**config.mk**
```make
export PLATFORM = sky130hd
export DESIGN_NAME = hazard_control_unit
export DESIGN_NICKNAME = d
export VERILOG_FILES = /design/src/rtl/hazard_control_unit.sv
export SDC_FILE = /design/constraint.sdc
export NUM_CORES = 1
export LEC_CHECK = 0
export ABC_AREA = 1
export CAP_MARGIN = 25
export CORE_UTILIZATION = 49
export DETAILED_ROUTE_END_ITERATION = 12
export GPL_TIMING_DRIVEN = 0
export PLACE_DENSITY = 0.81
export SETUP_SLACK_MARGIN = 0.05
export SLEW_MARGIN = 10
export SYNTH_ARGS = -nofsm -noshare
export SYNTH_HDL_FRONTEND = slang
export SYNTH_SLANG_ARGS = --single-unit
```
**constraint.sdc**
```tcl
create_clock -name CLK -period 2.2 [get_ports CLK]
set_input_delay 0.44 -clock CLK [delete_from_list [all_inputs] [get_ports CLK]]
set_output_delay 0.44 -clock CLK [all_outputs]
set_load 0.01 [all_outputs]
```
**src/rtl/hazard_control_unit.sv**
```systemverilog
// Pipeline hazard controller: load-use stall, taken-branch flush and memory-wait freeze
// for the five-stage OTTER core, with saturating stall/flush performance counters.
module hazard_control_unit #(
  parameter int unsigned LOAD_STALL_CYCLES = 1,
  parameter int unsigned CNT_W             = 16
) (
  input  logic             CLK,
  input  logic             RST,
  input  logic [4:0]       ID_rs1_addr,
  input  logic [4:0]       ID_rs2_addr,
  input  logic             ID_rs1_used,
  input  logic             ID_rs2_used,
  input  logic [4:0]       EX_rd_addr,
  input  logic             EX_mem_read,
  input  logic             EX_reg_write,
  input  logic             EX_branch_taken,
  input  logic             MEM_busy,
  input  logic             cnt_clear,
  output logic             PC_write,
  output logic             IF_ID_write,
  output logic             ID_EX_write,
  output logic             EX_MEM_write,
  output logic             MEM_WB_write,
  output logic             IF_ID_flush,
  output logic             ID_EX_flush,
  output logic [CNT_W-1:0] stall_cycles,
  output logic [CNT_W-1:0] flush_count
);

  localparam logic [2:0]       SCNT_INIT = 3'(LOAD_STALL_CYCLES - 1);
  localparam logic [CNT_W-1:0] CNT_ONE   = {{(CNT_W-1){1'b0}}, 1'b1};

  typedef enum logic {RUN, STALL} state_t;

  state_t     state, state_nxt;
  logic [2:0] scnt, scnt_nxt;
  logic       luh, stall_inc, flush_inc;

  assign luh = EX_mem_read & EX_reg_write & (EX_rd_addr != 5'd0) &
               ((ID_rs1_used & (ID_rs1_addr == EX_rd_addr)) |
                (ID_rs2_used & (ID_rs2_addr == EX_rd_addr)));

  always_ff @(posedge CLK or posedge RST) begin
    if (RST) begin
      state <= RUN;
      scnt  <= '0;
    end else begin
      state <= state_nxt;
      scnt  <= scnt_nxt;
    end
  end

  always_comb begin
    PC_write     = 1'b1;
    IF_ID_write  = 1'b1;
    ID_EX_write  = 1'b1;
    EX_MEM_write = 1'b1;
    MEM_WB_write = 1'b1;
    IF_ID_flush  = 1'b0;
    ID_EX_flush  = 1'b0;
    state_nxt    = state;
    scnt_nxt     = scnt;
    stall_inc    = 1'b0;
    flush_inc    = 1'b0;
    // Reset forces the defaults combinationally so an async reset mid-stall releases at once
    if (RST) begin
      state_nxt = RUN;
    end else if (MEM_busy) begin
      PC_write     = 1'b0;
      IF_ID_write  = 1'b0;
      ID_EX_write  = 1'b0;
      EX_MEM_write = 1'b0;
      MEM_WB_write = 1'b0;
      stall_inc    = 1'b1;
    end else if (state == RUN) begin
      if (EX_branch_taken) begin
        IF_ID_flush = 1'b1;
        ID_EX_flush = 1'b1;
        flush_inc   = 1'b1;
      end else if (luh) begin
        PC_write    = 1'b0;
        IF_ID_write = 1'b0;
        ID_EX_flush = 1'b1;
        stall_inc   = 1'b1;
        if (LOAD_STALL_CYCLES > 1) begin
          state_nxt = STALL;
          scnt_nxt  = SCNT_INIT;
        end
      end
    end else begin
      PC_write    = 1'b0;
      IF_ID_write = 1'b0;
      ID_EX_flush = 1'b1;
      stall_inc   = 1'b1;
      scnt_nxt    = scnt - 3'd1;
      if (scnt == 3'd1) state_nxt = RUN;
    end
  end

  always_ff @(posedge CLK or posedge RST) begin
    if (RST) begin
      stall_cycles <= '0;
      flush_count  <= '0;
    end else if (cnt_clear) begin
      stall_cycles <= '0;
      flush_count  <= '0;
    end else begin
      if (stall_inc && (stall_cycles != '1)) stall_cycles <= stall_cycles + CNT_ONE;
      if (flush_inc && (flush_count != '1))  flush_count  <= flush_count + CNT_ONE;
    end
  end

endmodule

```
==> flow_summary.html, run 1 <==
<table>
<tr><th>Metric</th><th>Value</th></tr>
<tr><th colspan="2">Global route</th></tr>
<tr><td>Total Routing Usage GR</td><td>0.254</td></tr>
<tr><td>Via count of the first global-routing pass</td><td>between 2000 and 2500</td></tr>
<tr><td>Total congestion overflow after global routing</td><td>0</td></tr>
<tr><td>First-pass GRT wire length</td><td>around 10 mm</td></tr>
<tr><td>Largest net degree at the start of global routing</td><td>21</td></tr>
<tr><td>Antenna violations before repair</td><td>0</td></tr>
<tr><th colspan="2">Synth</th></tr>
<tr><td>Area share of fa/ha/maj cells after synthesis</td><td>0.0210</td></tr>
<tr><td>Multiplexer fraction of the synthesized cell area</td><td>0</td></tr>
<tr><td>Sequential share of the synthesized area</td><td>0.377</td></tr>
<tr><td>Library cell occupying the most area in the post-synthesis netlist</td><td>sky130_fd_sc_hd__dfrtp_1</td></tr>
<tr><td>Most numerous cell types in the synthesized netlist</td><td>103 x sky130_fd_sc_hd__nand2_1, 48 x sky130_fd_sc_hd__inv_1, 45 x sky130_fd_sc_hd__nor2_1, 36 x sky130_fd_sc_hd__dfrtp_1, 31 x sky130_fd_sc_hd__nand3_1</td></tr>
<tr><td>Number of synthesized register bits</td><td>36</td></tr>
<tr><td>Cell Area, Synth</td><td>roughly 0.0024 mm2</td></tr>
<tr><td>Number of synthesized flops with an enable pin</td><td>0</td></tr>
<tr><td>Post-Syn Nets</td><td>approximately 380</td></tr>
<tr><td>Most repeated cell in the gate-level netlist after synthesis</td><td>sky130_fd_sc_hd__nand2_1</td></tr>
<tr><td>Share of synthesized flip-flops with an asynchronous set or reset</td><td>1.00</td></tr>
<tr><td>Fraction of the mapped netlist area in compound gates</td><td>0.0629</td></tr>
<tr><td>Yosys cell types</td><td>30</td></tr>
<tr><td>Mean Syn Cell Area</td><td>between 6 and 7 um2</td></tr>
<tr><td>Synth top area cells</td><td>sky130_fd_sc_hd__dfrtp_1 38%, sky130_fd_sc_hd__nand2_1 16%, sky130_fd_sc_hd__inv_1 7.5%, sky130_fd_sc_hd__nor2_1 7.1%, sky130_fd_sc_hd__nand3_1 6.5%</td></tr>
<tr><td>Area fraction in and, or, nand and nor cells after synthesis</td><td>0.398</td></tr>
<tr><td>Warnings from Yosys</td><td>0</td></tr>
<tr><td>Dominant combinational cell family by area after synthesis</td><td>simple AND/OR/NAND/NOR gates</td></tr>
<tr><td>Portion of synthesized cell area occupied by the leading cell type</td><td>0.377</td></tr>
<tr><td>Post-synthesis share of cell area spent on xor and xnor gates</td><td>0.0367</td></tr>
<tr><td>Syn Inst Count</td><td>about 350</td></tr>
<tr><td>Most frequently used flop master after synthesis</td><td>sky130_fd_sc_hd__dfrtp_1</td></tr>
<tr><th colspan="2">Layout</th></tr>
<tr><td>Multi-input combinational cell area</td><td>between 0.001 and 0.0015 mm2</td></tr>
<tr><td>Area of all placed cells without fillers</td><td>0.00326 mm2</td></tr>
<tr><td>Antenna diode count</td><td>0</td></tr>
<tr><td>Fill count</td><td>roughly 410</td></tr>
<tr><td>Fraction of layout instances using a drive strength above 1</td><td>0.114</td></tr>
<tr><td>Net count reported at finish</td><td>about 460</td></tr>
<tr><td>Total area of sequential cells</td><td>approximately 900 um2</td></tr>
<tr><td>Area growth syn-to-layout</td><td>36.5%</td></tr>
<tr><th colspan="2">Drt</th></tr>
<tr><td>Number of routed nets with antenna violations</td><td>0</td></tr>
<tr><td>Vias per Instance</td><td>approximately 5.3</td></tr>
<tr><td>DRC Markers</td><td>0</td></tr>
<tr><td>Routed via count</td><td>about 2600</td></tr>
<tr><td>First-pass detailed-route iteration total</td><td>5</td></tr>
<tr><td>Initial drt markers</td><td>between 100 and 150</td></tr>
<tr><td>Wirelength per Cell</td><td>approximately 13 um</td></tr>
<tr><td>Total detailed-routing wirelength</td><td>around 6.3 mm</td></tr>
<tr><th colspan="2">Worst setup path</th></tr>
<tr><td>CP Data Arrival Time</td><td>1620 ps</td></tr>
<tr><td>Critical Path End Type</td><td>output pin</td></tr>
<tr><td>Cell type of the slowest stage on the worst timing path</td><td>sky130_fd_sc_hd__clkdlybuf4s50_1</td></tr>
<tr><td>Critical path type</td><td>in -&gt; out</td></tr>
<tr><td>Highest fanout seen on the critical path</td><td>2</td></tr>
<tr><td>Cell type group with the largest total delay on the critical path</td><td>buffers and inverters</td></tr>
<tr><td>Largest stage delay on the critical path</td><td>450 ps</td></tr>
<tr><td>Critical Path Most Common Cell</td><td>sky130_fd_sc_hd__nand2_2</td></tr>
<tr><td>Worst reg2reg path depth</td><td>13</td></tr>
<tr><td>Required time of the critical path</td><td>around 1800 ps</td></tr>
<tr><td>Crit-path cells</td><td>clkdlybuf4s50_1 -&gt; nand2_1 -&gt; nor2_1 -&gt; nand3_1 -&gt; nand2_2 -&gt; nand3_2 -&gt; nand2_2 -&gt; nand2_2 -&gt; buf_6 -&gt; buf_6</td></tr>
<tr><td>Buffers &amp; Inverters on Critical Path</td><td>3</td></tr>
<tr><td>Endpoint of the worst-slack reg-to-reg timing path</td><td>stall_cycles[14]</td></tr>
<tr><td>Reg2Reg Launch Point</td><td>stall_cycles[1]</td></tr>
<tr><td>Reg-to-reg slack, setup</td><td>around 220 ps</td></tr>
<tr><td>Critical path launch point type</td><td>input pin</td></tr>
<tr><td>Worst path depth</td><td>10</td></tr>
<tr><td>Critical path launch point</td><td>ID_rs1_used</td></tr>
<tr><th colspan="2">Timing</th></tr>
<tr><td>Headroom to the max-slew limit</td><td>0.620</td></tr>
<tr><td>Final critical delay including setup and external delays</td><td>slightly above 2000 ps</td></tr>
<tr><td>Final-report setup violation count</td><td>0</td></tr>
<tr><td>Unrepaired setup endpoints after global routing</td><td>no</td></tr>
<tr><td>Final setup skew</td><td>5.42 ps</td></tr>
<tr><td>Worst hold slack across all endpoints</td><td>between 200 and 250 ps</td></tr>
<tr><td>Max Clock Freq</td><td>487 MHz</td></tr>
<tr><td>Worst Tran Pin Value</td><td>~570 ps</td></tr>
<tr><td>Tcrit/Tclk final</td><td>0.934</td></tr>
<tr><td>Hold violation total from the final report</td><td>0</td></tr>
<tr><td>Count of final max-slew check failures</td><td>0</td></tr>
<tr><th colspan="2">Clocking</th></tr>
<tr><td>Clock latency at the later pin of the worst-skew pair</td><td>a little under 300 ps</td></tr>
<tr><td>Maximum number of buffers from clock root to sink</td><td>2</td></tr>
<tr><td>Depth of the CTS H-tree</td><td>2</td></tr>
<tr><td>Clock transition at the registers of the reported paths</td><td>80 ps</td></tr>
<tr><td>CTS tree</td><td>built</td></tr>
<tr><td>Number of buffers created by CTS</td><td>5</td></tr>
<tr><td>Number of clock sinks seen by CTS</td><td>36</td></tr>
<tr><td>Root buffer cell</td><td>sky130_fd_sc_hd__clkbuf_8</td></tr>
<tr><td>Number of buffers inserted by hold repair at cts</td><td>0</td></tr>
<tr><th colspan="2">Power</th></tr>
<tr><td>Internal Pwr Total</td><td>~1 mW</td></tr>
<tr><td>Leakage</td><td>1.60 nW</td></tr>
<tr><td>NetSw</td><td>roughly 0.39 mW</td></tr>
<tr><td>Sw frac</td><td>0.275</td></tr>
<tr><td>Peak VDD IR</td><td>~0.34 mV</td></tr>
<tr><td>Clk pwr share</td><td>0.361</td></tr>
<tr><td>Pwr Density</td><td>roughly 430 mW/mm2</td></tr>
<tr><td>Gate power share</td><td>0.157</td></tr>
<tr><td>Seq pwr share</td><td>0.483</td></tr>
<tr><th colspan="2">Floorplanning</th></tr>
<tr><td>Core region area</td><td>approximately 0.0047 mm2</td></tr>
<tr><td>Vertical die dimension</td><td>slightly above 70 um</td></tr>
<tr><td>Total die area</td><td>a little over 0.005 mm2</td></tr>
<tr><td>Starting Density</td><td>0.509</td></tr>
<tr><td>Die Wd</td><td>between 70 and 80 um</td></tr>
<tr><td>Total I/O pin count</td><td>63</td></tr>
<tr><td>Standard-cell rows</td><td>25</td></tr>
<tr><th colspan="2">Worst hold path</th></tr>
<tr><td>Worst min path class</td><td>in -&gt; async</td></tr>
<tr><th colspan="2">Outcome</th></tr>
<tr><td>Status</td><td>finished clean</td></tr>
<tr><th colspan="2">Placed design</th></tr>
<tr><td>Half-perimeter wire length of the detailed placement result</td><td>between 4 and 5 mm</td></tr>
<tr><td>Placed inst area</td><td>0.00307 mm2</td></tr>
<tr><td>Count of input and output buffers</td><td>61</td></tr>
<tr><td>Global placer's final weighted congestion</td><td>0.849</td></tr>
<tr><th colspan="2">Run</th></tr>
<tr><td>Count of max-cap constraint violations</td><td>0</td></tr>
</table>
-- cell type report --
cell class,instances,share of cell area
Sequential cell,36,0.277
Inverter,48,0.0565
Clock inverter,1,0.00230
Timing Repair inverter,2,0.00307
Tap cell,54,0.0207
Buffer,11,0.0223
Clock buffer,7,0.0265
Multi-Input combinational cell,252,0.389
Timing Repair Buffer,71,0.203
-- logic make-up after synthesis --
logic type	Yosys count
and+or+nand+nor	212
buffers and inverters	59
DFF	36
AOI/OAI and AO/OA	26
xor gates and xnor gates	10
adders and majority gates	4
-- metrics by stage --
stage | power [mW] | setup WS, ps | cells | utilization | TNS [ps]
after floorplan | 0.798 | 261 | 347 | - | 0
after global placement | 0.896 | -1100 | 462 | 0.654 | -15240
after detailed placement | 0.902 | -1140 | 462 | 0.654 | -16300
after CTS | 1.40 | 52.6 | 477 | 0.686 | 0
after global routing | 1.46 | 55.8 | 482 | 0.694 | 0
final | 1.41 | 145 | 482 | 0.694 | 0
-- state kept, by name, summed over array words and instances (netlist names) --
name / flops
flush_count: 16
stall_cycles: 16
state: 1
scnt: 3
-- worst max-delay path by stage --
| stage | to | slack (ps) |
|---|---|---|
| 6_report | PC_write | 140 |
| 5_1_grt | stall_cycles[3] | 60 |
| 4_1_cts | ID_EX_flush | 50 |
| 3_5_place_dp | ID_EX_write | -1140 |
| 3_3_place_gp | MEM_WB_write | -1100 |
| 2_1_floorplan | ID_EX_write | 260 |
-- cells in the final DEF (no fill, tap or decap), types with 2 or more instances in the layout --
cell	instances
sky130_fd_sc_hd__a211oi_1	3
sky130_fd_sc_hd__a21oi_1	8
sky130_fd_sc_hd__buf_2	3
sky130_fd_sc_hd__buf_4	11
sky130_fd_sc_hd__buf_6	4
sky130_fd_sc_hd__clkbuf_1	6
sky130_fd_sc_hd__clkbuf_8	6
sky130_fd_sc_hd__clkdlybuf4s50_1	39
sky130_fd_sc_hd__clkinvlp_2	2
sky130_fd_sc_hd__clkinvlp_4	2
sky130_fd_sc_hd__dfrtp_1	35
sky130_fd_sc_hd__dlygate4sd2_1	16
sky130_fd_sc_hd__ha_1	4
sky130_fd_sc_hd__inv_1	46
sky130_fd_sc_hd__nand2_1	100
sky130_fd_sc_hd__nand2_2	6
sky130_fd_sc_hd__nand3_1	30
sky130_fd_sc_hd__nand4_1	7
sky130_fd_sc_hd__nor2_1	42
sky130_fd_sc_hd__nor2_2	3
sky130_fd_sc_hd__nor2_4	3
sky130_fd_sc_hd__nor3_1	11
sky130_fd_sc_hd__nor3b_1	2
sky130_fd_sc_hd__nor4_1	2
sky130_fd_sc_hd__o21ai_0	11
sky130_fd_sc_hd__xnor2_1	2
sky130_fd_sc_hd__xor2_1	8
-- metal layers --
metal / vias to the layer above / share of wire / wire length, um / global-route usage
met5: - / 0 / 0 / 0
met3: 9 / 0.057 / 357 / 0.0492
met2: 95 / 0.49 / 3040 / 0.422
met4: 0 / 0.012 / 75 / 0.0719
li1: 1260 / - / - / -
met1: 1211 / 0.44 / 2780 / 0.339
-- power by group through the flow --
stage                     logic (mW)  clock network, mW  registers (mW)
after floorplan                0.102                  0           0.696
after global placement         0.203                  0           0.694
after detailed placement       0.208                  0           0.694
after CTS                      0.212              0.510           0.681
after global routing           0.244              0.534           0.683
final                          0.222              0.510           0.682
-- timing repair --
action / in CTS / in global routing
gates cloned: 2 / 0
buffers inserted: 5 / 4
pin swaps: 11 / 5
gates resized for setup: 38 / 10
setup endpoints to repair: 23 / 16
Note: power is estimated with default switching activity, not from simulation.
==> run 2: changes to the inputs <==
CORE_UTILIZATION = 56   (was 49)
DONT_BUFFER_PORTS = 1   (was default)
PLACE_DENSITY = 0.71   (was 0.81)
==> run 2 against run 1 <==
Against the previous run:
- combinational power down 41%
- power down 1.4%
- clock power up 13%
- sequential share of layout area up 6.9 points
- fmax up 1.7%
- setup slack better by 34 ps
- core utilization down 5.1 points
- worst hold slack worse by 210 ps
- via count down 16%
- clock-buffer cell count down 1
- routed wire length down 19%
- first-iteration DRC count down 53%
- critical endpoint is now stall_cycles[5]
- largest power group unchanged
==> flow_summary.html, run 2 (synthesis gave the netlist of run 1 again) <==
<table>
<tr><th>Metric</th><th>Value</th></tr>
<tr><th colspan="2">Timing</th></tr>
<tr><td>Total negative slack for setup checks</td><td>0 ps</td></tr>
<tr><td>Headroom to the max-slew limit</td><td>0.674</td></tr>
<tr><td>Hold violation total from the final report</td><td>0</td></tr>
<tr><td>Final-report setup violation count</td><td>0</td></tr>
<tr><td>Tcrit/Tclk final</td><td>0.919</td></tr>
<tr><td>Worst Tran Pin Value</td><td>490 ps</td></tr>
<tr><td>Final setup skew</td><td>roughly 9.3 ps</td></tr>
<tr><td>Count of final max-slew check failures</td><td>0</td></tr>
<tr><td>Max Clock Freq</td><td>between 400 and 500 MHz</td></tr>
<tr><td>Setup ws final</td><td>between 150 and 200 ps</td></tr>
<tr><td>Worst hold slack across all endpoints</td><td>about 24 ps</td></tr>
<tr><td>Final critical delay including setup and external delays</td><td>2020 ps</td></tr>
<tr><td>Unrepaired setup endpoints after global routing</td><td>yes</td></tr>
<tr><th colspan="2">Clocking</th></tr>
<tr><td>Root buffer cell</td><td>sky130_fd_sc_hd__clkbuf_8</td></tr>
<tr><td>Maximum number of buffers from clock root to sink</td><td>2</td></tr>
<tr><td>Depth of the CTS H-tree</td><td>2</td></tr>
<tr><td>Clock latency at the later pin of the worst-skew pair</td><td>about 290 ps</td></tr>
<tr><td>Number of clock sinks seen by CTS</td><td>36</td></tr>
<tr><td>Number of buffers created by CTS</td><td>5</td></tr>
<tr><td>CTS tree</td><td>built</td></tr>
<tr><td>Clock transition at the registers of the reported paths</td><td>~80 ps</td></tr>
<tr><th colspan="2">Global route</th></tr>
<tr><td>Antenna violations before repair</td><td>0</td></tr>
<tr><td>Total Routing Usage GR</td><td>0.246</td></tr>
<tr><td>Largest net degree at the start of global routing</td><td>21</td></tr>
<tr><td>First-pass GRT wire length</td><td>between 8 and 9 mm</td></tr>
<tr><td>Via count of the first global-routing pass</td><td>about 2000</td></tr>
<tr><td>Total congestion overflow after global routing</td><td>0</td></tr>
<tr><th colspan="2">Drt</th></tr>
<tr><td>DRC Markers</td><td>0</td></tr>
<tr><td>Number of routed nets with antenna violations</td><td>0</td></tr>
<tr><td>Total detailed-routing wirelength</td><td>approximately 5.1 mm</td></tr>
<tr><td>Vias per Instance</td><td>approximately 5.3</td></tr>
<tr><td>Initial drt markers</td><td>66</td></tr>
<tr><td>Wirelength per Cell</td><td>~12 um</td></tr>
<tr><td>First-pass detailed-route iteration total</td><td>4</td></tr>
<tr><td>Routed via count</td><td>around 2200</td></tr>
<tr><th colspan="2">Worst setup path</th></tr>
<tr><td>Required time of the critical path</td><td>roughly 2400 ps</td></tr>
<tr><td>Highest fanout seen on the critical path</td><td>10</td></tr>
<tr><td>Reg-to-reg slack, setup</td><td>between 150 and 200 ps</td></tr>
<tr><td>Critical path type</td><td>reg -&gt; reg</td></tr>
<tr><td>Critical path launch point type</td><td>register</td></tr>
<tr><td>Critical Path End Type</td><td>register</td></tr>
<tr><td>Endpoint of the worst-slack reg-to-reg timing path</td><td>stall_cycles[5]</td></tr>
<tr><td>Worst reg2reg path depth</td><td>13</td></tr>
<tr><td>Reg2Reg Launch Point</td><td>stall_cycles[0]</td></tr>
<tr><td>CP Data Arrival Time</td><td>2190 ps</td></tr>
<tr><th colspan="2">Floorplanning</th></tr>
<tr><td>Total I/O pin count</td><td>between 60 and 70</td></tr>
<tr><td>Total die area</td><td>~0.0045 mm2</td></tr>
<tr><td>Core region area</td><td>0.00406 mm2</td></tr>
<tr><td>Vertical die dimension</td><td>just under 70 um</td></tr>
<tr><td>Standard-cell rows</td><td>23</td></tr>
<tr><td>Die Wd</td><td>a little under 70 um</td></tr>
<tr><td>Starting Density</td><td>0.588</td></tr>
<tr><th colspan="2">Power</th></tr>
<tr><td>Pwr Density</td><td>around 530 mW/mm2</td></tr>
<tr><td>Gate power share</td><td>0.095</td></tr>
<tr><td>Clk pwr share</td><td>0.412</td></tr>
<tr><td>Total power after layout</td><td>about 1.4 mW</td></tr>
<tr><td>Internal Pwr Total</td><td>around 1.1 mW</td></tr>
<tr><td>NetSw</td><td>~0.34 mW</td></tr>
<tr><td>Sw frac</td><td>0.245</td></tr>
<tr><td>Seq pwr share</td><td>0.493</td></tr>
<tr><td>Peak VDD IR</td><td>between 0.3 and 0.4 mV</td></tr>
<tr><td>Leakage</td><td>roughly 1.3 nW</td></tr>
<tr><th colspan="2">Layout</th></tr>
<tr><td>Net count reported at finish</td><td>386</td></tr>
<tr><td>Most common cell after layout, fill and taps aside</td><td>sky130_fd_sc_hd__nand2_1</td></tr>
<tr><td>Antenna diode count</td><td>0</td></tr>
<tr><td>Non-filler cells, final</td><td>~400</td></tr>
<tr><td>Fraction of layout instances using a drive strength above 1</td><td>0.0808</td></tr>
<tr><td>Registers with the most flip-flops</td><td>flush_count x16, stall_cycles x16, scnt x3</td></tr>
<tr><td>Layout Utilization</td><td>0.643</td></tr>
<tr><td>Leading cell types in the layout, fill and taps excluded</td><td>103 x sky130_fd_sc_hd__nand2_1, 47 x sky130_fd_sc_hd__inv_1, 45 x sky130_fd_sc_hd__nor2_1, 34 x sky130_fd_sc_hd__dfrtp_1, 31 x sky130_fd_sc_hd__nand3_1</td></tr>
<tr><td>Area of all placed cells without fillers</td><td>about 0.0026 mm2</td></tr>
<tr><td>Fill count</td><td>around 360</td></tr>
<tr><td>Area growth syn-to-layout</td><td>9.33%</td></tr>
<tr><th colspan="2">Placed design</th></tr>
<tr><td>Pre-CTS setup slack</td><td>-27.7 ps</td></tr>
<tr><td>Global placer's final weighted congestion</td><td>0.902</td></tr>
<tr><td>Count of input and output buffers</td><td>0</td></tr>
<tr><td>Placed inst area</td><td>about 0.0025 mm2</td></tr>
<tr><td>Placed cell count</td><td>397</td></tr>
<tr><td>Half-perimeter wire length of the detailed placement result</td><td>approximately 3.7 mm</td></tr>
<tr><th colspan="2">Run</th></tr>
<tr><td>Count of max-cap constraint violations</td><td>0</td></tr>
<tr><th colspan="2">Worst hold path</th></tr>
<tr><td>Worst min path class</td><td>in -&gt; async</td></tr>
<tr><th colspan="2">Outcome</th></tr>
<tr><td>Status</td><td>finished clean</td></tr>
</table>
-- run 2: cell types whose count changed in the layout (fill, tap and decap cells not counted), moves of 2 or more --
cell and change:
sky130_fd_sc_hd__nand2_1 +3, sky130_fd_sc_hd__clkdlybuf4s50_1 -39, sky130_fd_sc_hd__buf_6 -2, sky130_fd_sc_hd__nand2_2 -3, sky130_fd_sc_hd__dlygate4sd2_1 -16, sky130_fd_sc_hd__nor2_2 -3, sky130_fd_sc_hd__nor2_1 +3, sky130_fd_sc_hd__buf_2 -2
sky130_fd_sc_hd__buf_4 -7
-- run 2: repair_timing --
action                                  CTS  global route
hold endpoints to repair                  0             2
setup buffers                             0             1
pin swaps                                 0             1
hold buffers                              0             1
gates cloned                              1             0
endpoints found under the setup margin    3            11
gates resized for setup                   0             3
-- run 2: power groups by stage --
stage          registers, mW  clock network, mW  logic, mW
3_3_place_gp           0.699                  0      0.124
4_1_cts                0.686              0.589      0.127
6_report               0.688              0.574      0.132
3_5_place_dp           0.699                  0      0.127
5_1_grt                0.689              0.614      0.153
2_1_floorplan          0.696                  0      0.102
-- run 2: layer usage --
| layer | track usage | wire, um |
|---|---|---|
| met5 | 0 | 0 |
| met4 | 0.0957 | 99 |
| met3 | 0.0828 | 312 |
| met2 | 0.418 | 2340 |
| met1 | 0.285 | 2300 |
-- run 2: worst max-delay path: stages (launching register included) --
cell and delay [ps]:
sky130_fd_sc_hd__dfrtp_2 430, sky130_fd_sc_hd__ha_1 200, sky130_fd_sc_hd__nand2_2 100, sky130_fd_sc_hd__nor2_4 140
sky130_fd_sc_hd__nand2_2 70, sky130_fd_sc_hd__nor2_4 120, sky130_fd_sc_hd__nand2_2 90, sky130_fd_sc_hd__nor2_4 120
sky130_fd_sc_hd__nand4_2 110, sky130_fd_sc_hd__nand3_4 140, sky130_fd_sc_hd__nand2_4 110, sky130_fd_sc_hd__buf_6 160
sky130_fd_sc_hd__nand2_1 60, sky130_fd_sc_hd__nand2_1 50
-- run 2: worst max-delay path by stage --
stage                       end            start  cells after the start  slack, ps
4_1_cts        stall_cycles[11]  stall_cycles[0]                     13         80
3_3_place_gp        ID_EX_write              RST                      3         -9
2_1_floorplan       ID_EX_write              RST                      3        260
3_5_place_dp        ID_EX_write              RST                      3        -30
5_1_grt         stall_cycles[8]  stall_cycles[0]                     13         40
6_report        stall_cycles[5]  stall_cycles[0]                     13        180
-- run 2: cell type report --
| cell class | instances | area, um2 | share of cell area |
|---|---|---|---|
| well taps | 50 | 62.6 | 0.0240 |
| flip-flops and latches | 36 | 903 | 0.346 |
| plain buffers | 11 | 68.8 | 0.0264 |
| multi-input cells | 252 | 1250 | 0.477 |
| repair buffers | 3 | 32.5 | 0.0125 |
| clock inverters | 2 | 35.0 | 0.0134 |
| inverters | 48 | 184 | 0.0705 |
| repair inverters | 1 | 5.00 | 0.00192 |
| clock buffers | 6 | 72.6 | 0.0278 |
==> run 3: changes to the inputs <==
ABC_AREA = default   (was 1)
clock period = 2 ns   (was 2.2 ns; I/O delays follow)
==> run 3 against run 2 <==
Against the previous run:
- the flow now finishes with violations (setup timing)
- clock power up 11%
- synthesized area down 14%
- global-route usage up 0.31 points
- flip-flop and latch count unchanged
- critical path depth down 6
- sequential share of layout area up 3.6 points
- sequential power up 7.4%
- clock skew down 5.4 ps
- register-to-register slack worse by 180 ps
- critical endpoint is now PC_write
==> flow_summary.html, run 3 <==
<table>
<tr><th>Metric</th><th>Value</th></tr>
<tr><th colspan="2">Outcome</th></tr>
<tr><td>Status</td><td>finished with violations</td></tr>
<tr><td>Failing checks</td><td>setup timing</td></tr>
<tr><th colspan="2">Layout</th></tr>
<tr><td>Leading cell types in the layout, fill and taps excluded</td><td>43 x sky130_fd_sc_hd__nor2_1, 36 x sky130_fd_sc_hd__dfrtp_1, 24 x sky130_fd_sc_hd__xor2_1, 19 x sky130_fd_sc_hd__nand2_1, 15 x sky130_fd_sc_hd__xnor2_1</td></tr>
<tr><td>Fraction of layout instances using a drive strength above 1</td><td>0.173</td></tr>
<tr><td>Registers with the most flip-flops</td><td>flush_count x16, stall_cycles x16, scnt x3</td></tr>
<tr><td>Most common cell after layout, fill and taps aside</td><td>sky130_fd_sc_hd__nor2_1</td></tr>
<tr><td>Layout Utilization</td><td>0.685</td></tr>
<tr><td>Antenna diode count</td><td>0</td></tr>
<tr><td>Net count reported at finish</td><td>253</td></tr>
<tr><td>Area of all placed cells without fillers</td><td>around 0.0024 mm2</td></tr>
<tr><td>Non-filler cells, final</td><td>between 200 and 300</td></tr>
<tr><td>Area growth syn-to-layout</td><td>14.2%</td></tr>
<tr><td>Fill count</td><td>295</td></tr>
<tr><th colspan="2">Synth</th></tr>
<tr><td>Most numerous cell types in the synthesized netlist</td><td>46 x sky130_fd_sc_hd__nor2_1, 36 x sky130_fd_sc_hd__dfrtp_1, 24 x sky130_fd_sc_hd__xor2_1, 20 x sky130_fd_sc_hd__nand2_1, 15 x sky130_fd_sc_hd__xnor2_1</td></tr>
<tr><td>Most repeated cell in the gate-level netlist after synthesis</td><td>sky130_fd_sc_hd__nor2_1</td></tr>
<tr><td>Library cell occupying the most area in the post-synthesis netlist</td><td>sky130_fd_sc_hd__dfrtp_1</td></tr>
<tr><td>Cell Area, Synth</td><td>slightly above 0.002 mm2</td></tr>
<tr><td>Fraction of the mapped netlist area in compound gates</td><td>0.0370</td></tr>
<tr><td>Mean Syn Cell Area</td><td>~9.7 um2</td></tr>
<tr><td>Synth top area cells</td><td>sky130_fd_sc_hd__dfrtp_1 44%, sky130_fd_sc_hd__xor2_1 10%, sky130_fd_sc_hd__nor2_1 8.4%, sky130_fd_sc_hd__xnor2_1 6.4%, sky130_fd_sc_hd__nand2_1 3.6%</td></tr>
<tr><td>Multiplexer fraction of the synthesized cell area</td><td>0.0255</td></tr>
<tr><td>Area share of fa/ha/maj cells after synthesis</td><td>0.0242</td></tr>
<tr><td>Dominant combinational cell family by area after synthesis</td><td>simple AND/OR/NAND/NOR gates</td></tr>
<tr><td>Share of synthesized flip-flops with an asynchronous set or reset</td><td>1.00</td></tr>
<tr><td>Number of synthesized flops with an enable pin</td><td>0</td></tr>
<tr><td>Area fraction in and, or, nand and nor cells after synthesis</td><td>0.275</td></tr>
<tr><td>Post-synthesis share of cell area spent on xor and xnor gates</td><td>0.165</td></tr>
<tr><td>Yosys cell types</td><td>36</td></tr>
<tr><td>Most frequently used flop master after synthesis</td><td>sky130_fd_sc_hd__dfrtp_1</td></tr>
<tr><td>Post-Syn Nets</td><td>approximately 240</td></tr>
<tr><td>Sequential share of the synthesized area</td><td>0.436</td></tr>
<tr><td>Number of synthesized register bits</td><td>36</td></tr>
<tr><td>Portion of synthesized cell area occupied by the leading cell type</td><td>0.436</td></tr>
<tr><td>Syn Inst Count</td><td>about 210</td></tr>
<tr><td>Warnings from Yosys</td><td>0</td></tr>
<tr><th colspan="2">Drt</th></tr>
<tr><td>Number of routed nets with antenna violations</td><td>0</td></tr>
<tr><td>Vias per Instance</td><td>between 5 and 6</td></tr>
<tr><td>Total detailed-routing wirelength</td><td>roughly 4.5 mm</td></tr>
<tr><td>Initial drt markers</td><td>between 100 and 150</td></tr>
<tr><td>DRC Markers</td><td>0</td></tr>
<tr><td>Wirelength per Cell</td><td>between 15 and 20 um</td></tr>
<tr><td>Routed via count</td><td>1587</td></tr>
<tr><td>First-pass detailed-route iteration total</td><td>4</td></tr>
<tr><th colspan="2">Clocking</th></tr>
<tr><td>Number of clock sinks seen by CTS</td><td>36</td></tr>
<tr><td>Clock transition at the registers of the reported paths</td><td>70 ps</td></tr>
<tr><td>Number of buffers inserted by hold repair at cts</td><td>0</td></tr>
<tr><td>Maximum number of buffers from clock root to sink</td><td>2</td></tr>
<tr><td>Depth of the CTS H-tree</td><td>2</td></tr>
<tr><td>Clock latency at the later pin of the worst-skew pair</td><td>290 ps</td></tr>
<tr><td>Root buffer cell</td><td>sky130_fd_sc_hd__clkbuf_8</td></tr>
<tr><td>Number of buffers created by CTS</td><td>5</td></tr>
<tr><td>CTS tree</td><td>built</td></tr>
<tr><th colspan="2">Worst setup path</th></tr>
<tr><td>Highest fanout seen on the critical path</td><td>3</td></tr>
<tr><td>Critical Path End Type</td><td>output pin</td></tr>
<tr><td>CP Data Arrival Time</td><td>1740 ps</td></tr>
<tr><td>Critical path type</td><td>in -&gt; out</td></tr>
<tr><td>Cell type group with the largest total delay on the critical path</td><td>simple AND/OR/NAND/NOR gates</td></tr>
<tr><td>Crit-path cells</td><td>or4_4 -&gt; nor2_4 -&gt; nor3_2 -&gt; a211o_4 -&gt; buf_12 -&gt; nand2_8 -&gt; buf_6</td></tr>
<tr><td>Buffers &amp; Inverters on Critical Path</td><td>2</td></tr>
<tr><td>Largest stage delay on the critical path</td><td>530 ps</td></tr>
<tr><td>Cell type of the slowest stage on the worst timing path</td><td>sky130_fd_sc_hd__or4_4</td></tr>
<tr><td>Critical path launch point type</td><td>input pin</td></tr>
<tr><td>Required time of the critical path</td><td>roughly 1600 ps</td></tr>
<tr><th colspan="2">Placed design</th></tr>
<tr><td>Pre-CTS setup slack</td><td>-327 ps</td></tr>
<tr><td>Global placer's final weighted congestion</td><td>between 0.7 and 0.8</td></tr>
<tr><td>Half-perimeter wire length of the detailed placement result</td><td>3.20 mm</td></tr>
<tr><td>Placed cell count</td><td>roughly 260</td></tr>
<tr><td>Count of input and output buffers</td><td>0</td></tr>
<tr><td>Placed inst area</td><td>between 0.002 and 0.0025 mm2</td></tr>
<tr><th colspan="2">Timing</th></tr>
<tr><td>Unrepaired setup endpoints after global routing</td><td>yes</td></tr>
<tr><td>Tcrit/Tclk final</td><td>1.07</td></tr>
<tr><td>Setup ws final</td><td>-145 ps</td></tr>
<tr><td>Worst hold slack across all endpoints</td><td>28.2 ps</td></tr>
<tr><td>Max Clock Freq</td><td>around 470 MHz</td></tr>
<tr><td>Worst Tran Pin Value</td><td>approximately 520 ps</td></tr>
<tr><td>Final-report setup violation count</td><td>4</td></tr>
<tr><td>Hold violation total from the final report</td><td>0</td></tr>
<tr><td>Final critical delay including setup and external delays</td><td>2140 ps</td></tr>
<tr><td>Final setup skew</td><td>3.85 ps</td></tr>
<tr><td>Count of final max-slew check failures</td><td>0</td></tr>
<tr><td>Headroom to the max-slew limit</td><td>0.653</td></tr>
<tr><th colspan="2">Global route</th></tr>
<tr><td>First-pass GRT wire length</td><td>7.65 mm</td></tr>
<tr><td>Total Routing Usage GR</td><td>0.249</td></tr>
<tr><td>Antenna violations before repair</td><td>0</td></tr>
<tr><td>Via count of the first global-routing pass</td><td>1676</td></tr>
<tr><td>Largest net degree at the start of global routing</td><td>40</td></tr>
<tr><td>Total congestion overflow after global routing</td><td>0</td></tr>
<tr><th colspan="2">Floorplanning</th></tr>
<tr><td>Die Wd</td><td>between 60 and 70 um</td></tr>
<tr><td>Standard-cell rows</td><td>21</td></tr>
<tr><td>Total I/O pin count</td><td>63</td></tr>
<tr><td>Total die area</td><td>slightly below 0.004 mm2</td></tr>
<tr><td>Core region area</td><td>0.00344 mm2</td></tr>
<tr><td>Starting Density</td><td>0.600</td></tr>
<tr><td>Vertical die dimension</td><td>around 63 um</td></tr>
<tr><th colspan="2">Run</th></tr>
<tr><td>Count of max-cap constraint violations</td><td>0</td></tr>
<tr><th colspan="2">Power</th></tr>
<tr><td>Pwr Density</td><td>635 mW/mm2</td></tr>
<tr><td>Peak VDD IR</td><td>around 0.44 mV</td></tr>
<tr><td>Leakage</td><td>1.03 nW</td></tr>
<tr><th colspan="2">Worst hold path</th></tr>
<tr><td>Worst min path class</td><td>in -&gt; async</td></tr>
</table>
==> run 3: path summary, 6_finish.rpt <==
| kind | start | end | slack [ps] | depth (start not counted) |
|---|---|---|---|---|
| max | EX_rd_addr[1] | PC_write | -140 | 7 |
| min | RST | stall_cycles[3] | 30 | 1 |
| max reg2reg | stall_cycles[3] | stall_cycles[6] | 0 | 8 |
| min reg2reg | scnt[2] | scnt[2] | 510 | 1 |
| max in group asynchronous | RST | stall_cycles[0] | 1620 | 1 |
| min in group CLK | MEM_busy | state | 310 | 2 |
==> run 3: cell type report <==
cell class / count / area, um2 / area share
multi-input combinational: 164 / 1160 / 0.491
sequential: 36 / 901 / 0.382
buffer: 9 / 75.1 / 0.0318
clock buffer: 5 / 68.8 / 0.0292
tap: 46 / 57.6 / 0.0244
clock inverter: 3 / 42.5 / 0.0180
timing repair buffer: 5 / 37.5 / 0.0159
inverter: 4 / 17.5 / 0.00743
==> run 3: per-layer routing <==
layer	global-route usage	vias to the layer above	wire length (um)	share of wire
met3	0.0748	13	283	0.063
met5	0	-	0	0
met2	0.440	63	2350	0.52
met1	0.275	781	1730	0.38
li1	-	730	-	-
met4	0.110	0	131	0.029
==> run 3: stage by stage <==
| step | TNS (ps) | power [mW] |
|---|---|---|
| detailed placement | -3910 | 0.859 |
| finish | -214 | 1.50 |
| global placement | -4730 | 0.855 |
| CTS | -192 | 1.50 |
| floorplan | -600 | 0.841 |
| global route | -1670 | 1.55 |
==> run 3: repair_timing <==
action | in CTS | in global routing
gates resized for setup | 12 | 2
pin swaps | 3 | 1
setup endpoints to repair | 27 | 31
setup buffers | 4 | 1
hold endpoints to repair | 0 | 0
==> run 3: where the power goes <==
part | switching, mW | leakage, nW | internal (mW)
clock network | 0.269 | 0.0541 | 0.369
registers | 0.00711 | 0.497 | 0.731
logic | 0.0695 | 0.478 | 0.0528
==> run 3: cell families (layout without fill, tap and decap cells) <==
family,after synthesis,after routing
simple gates,110,110
xor+xnor,39,39
flops,36,36
buf+inv,13,26
compound gates,6,6
mux,5,5
fa+ha+maj,4,4
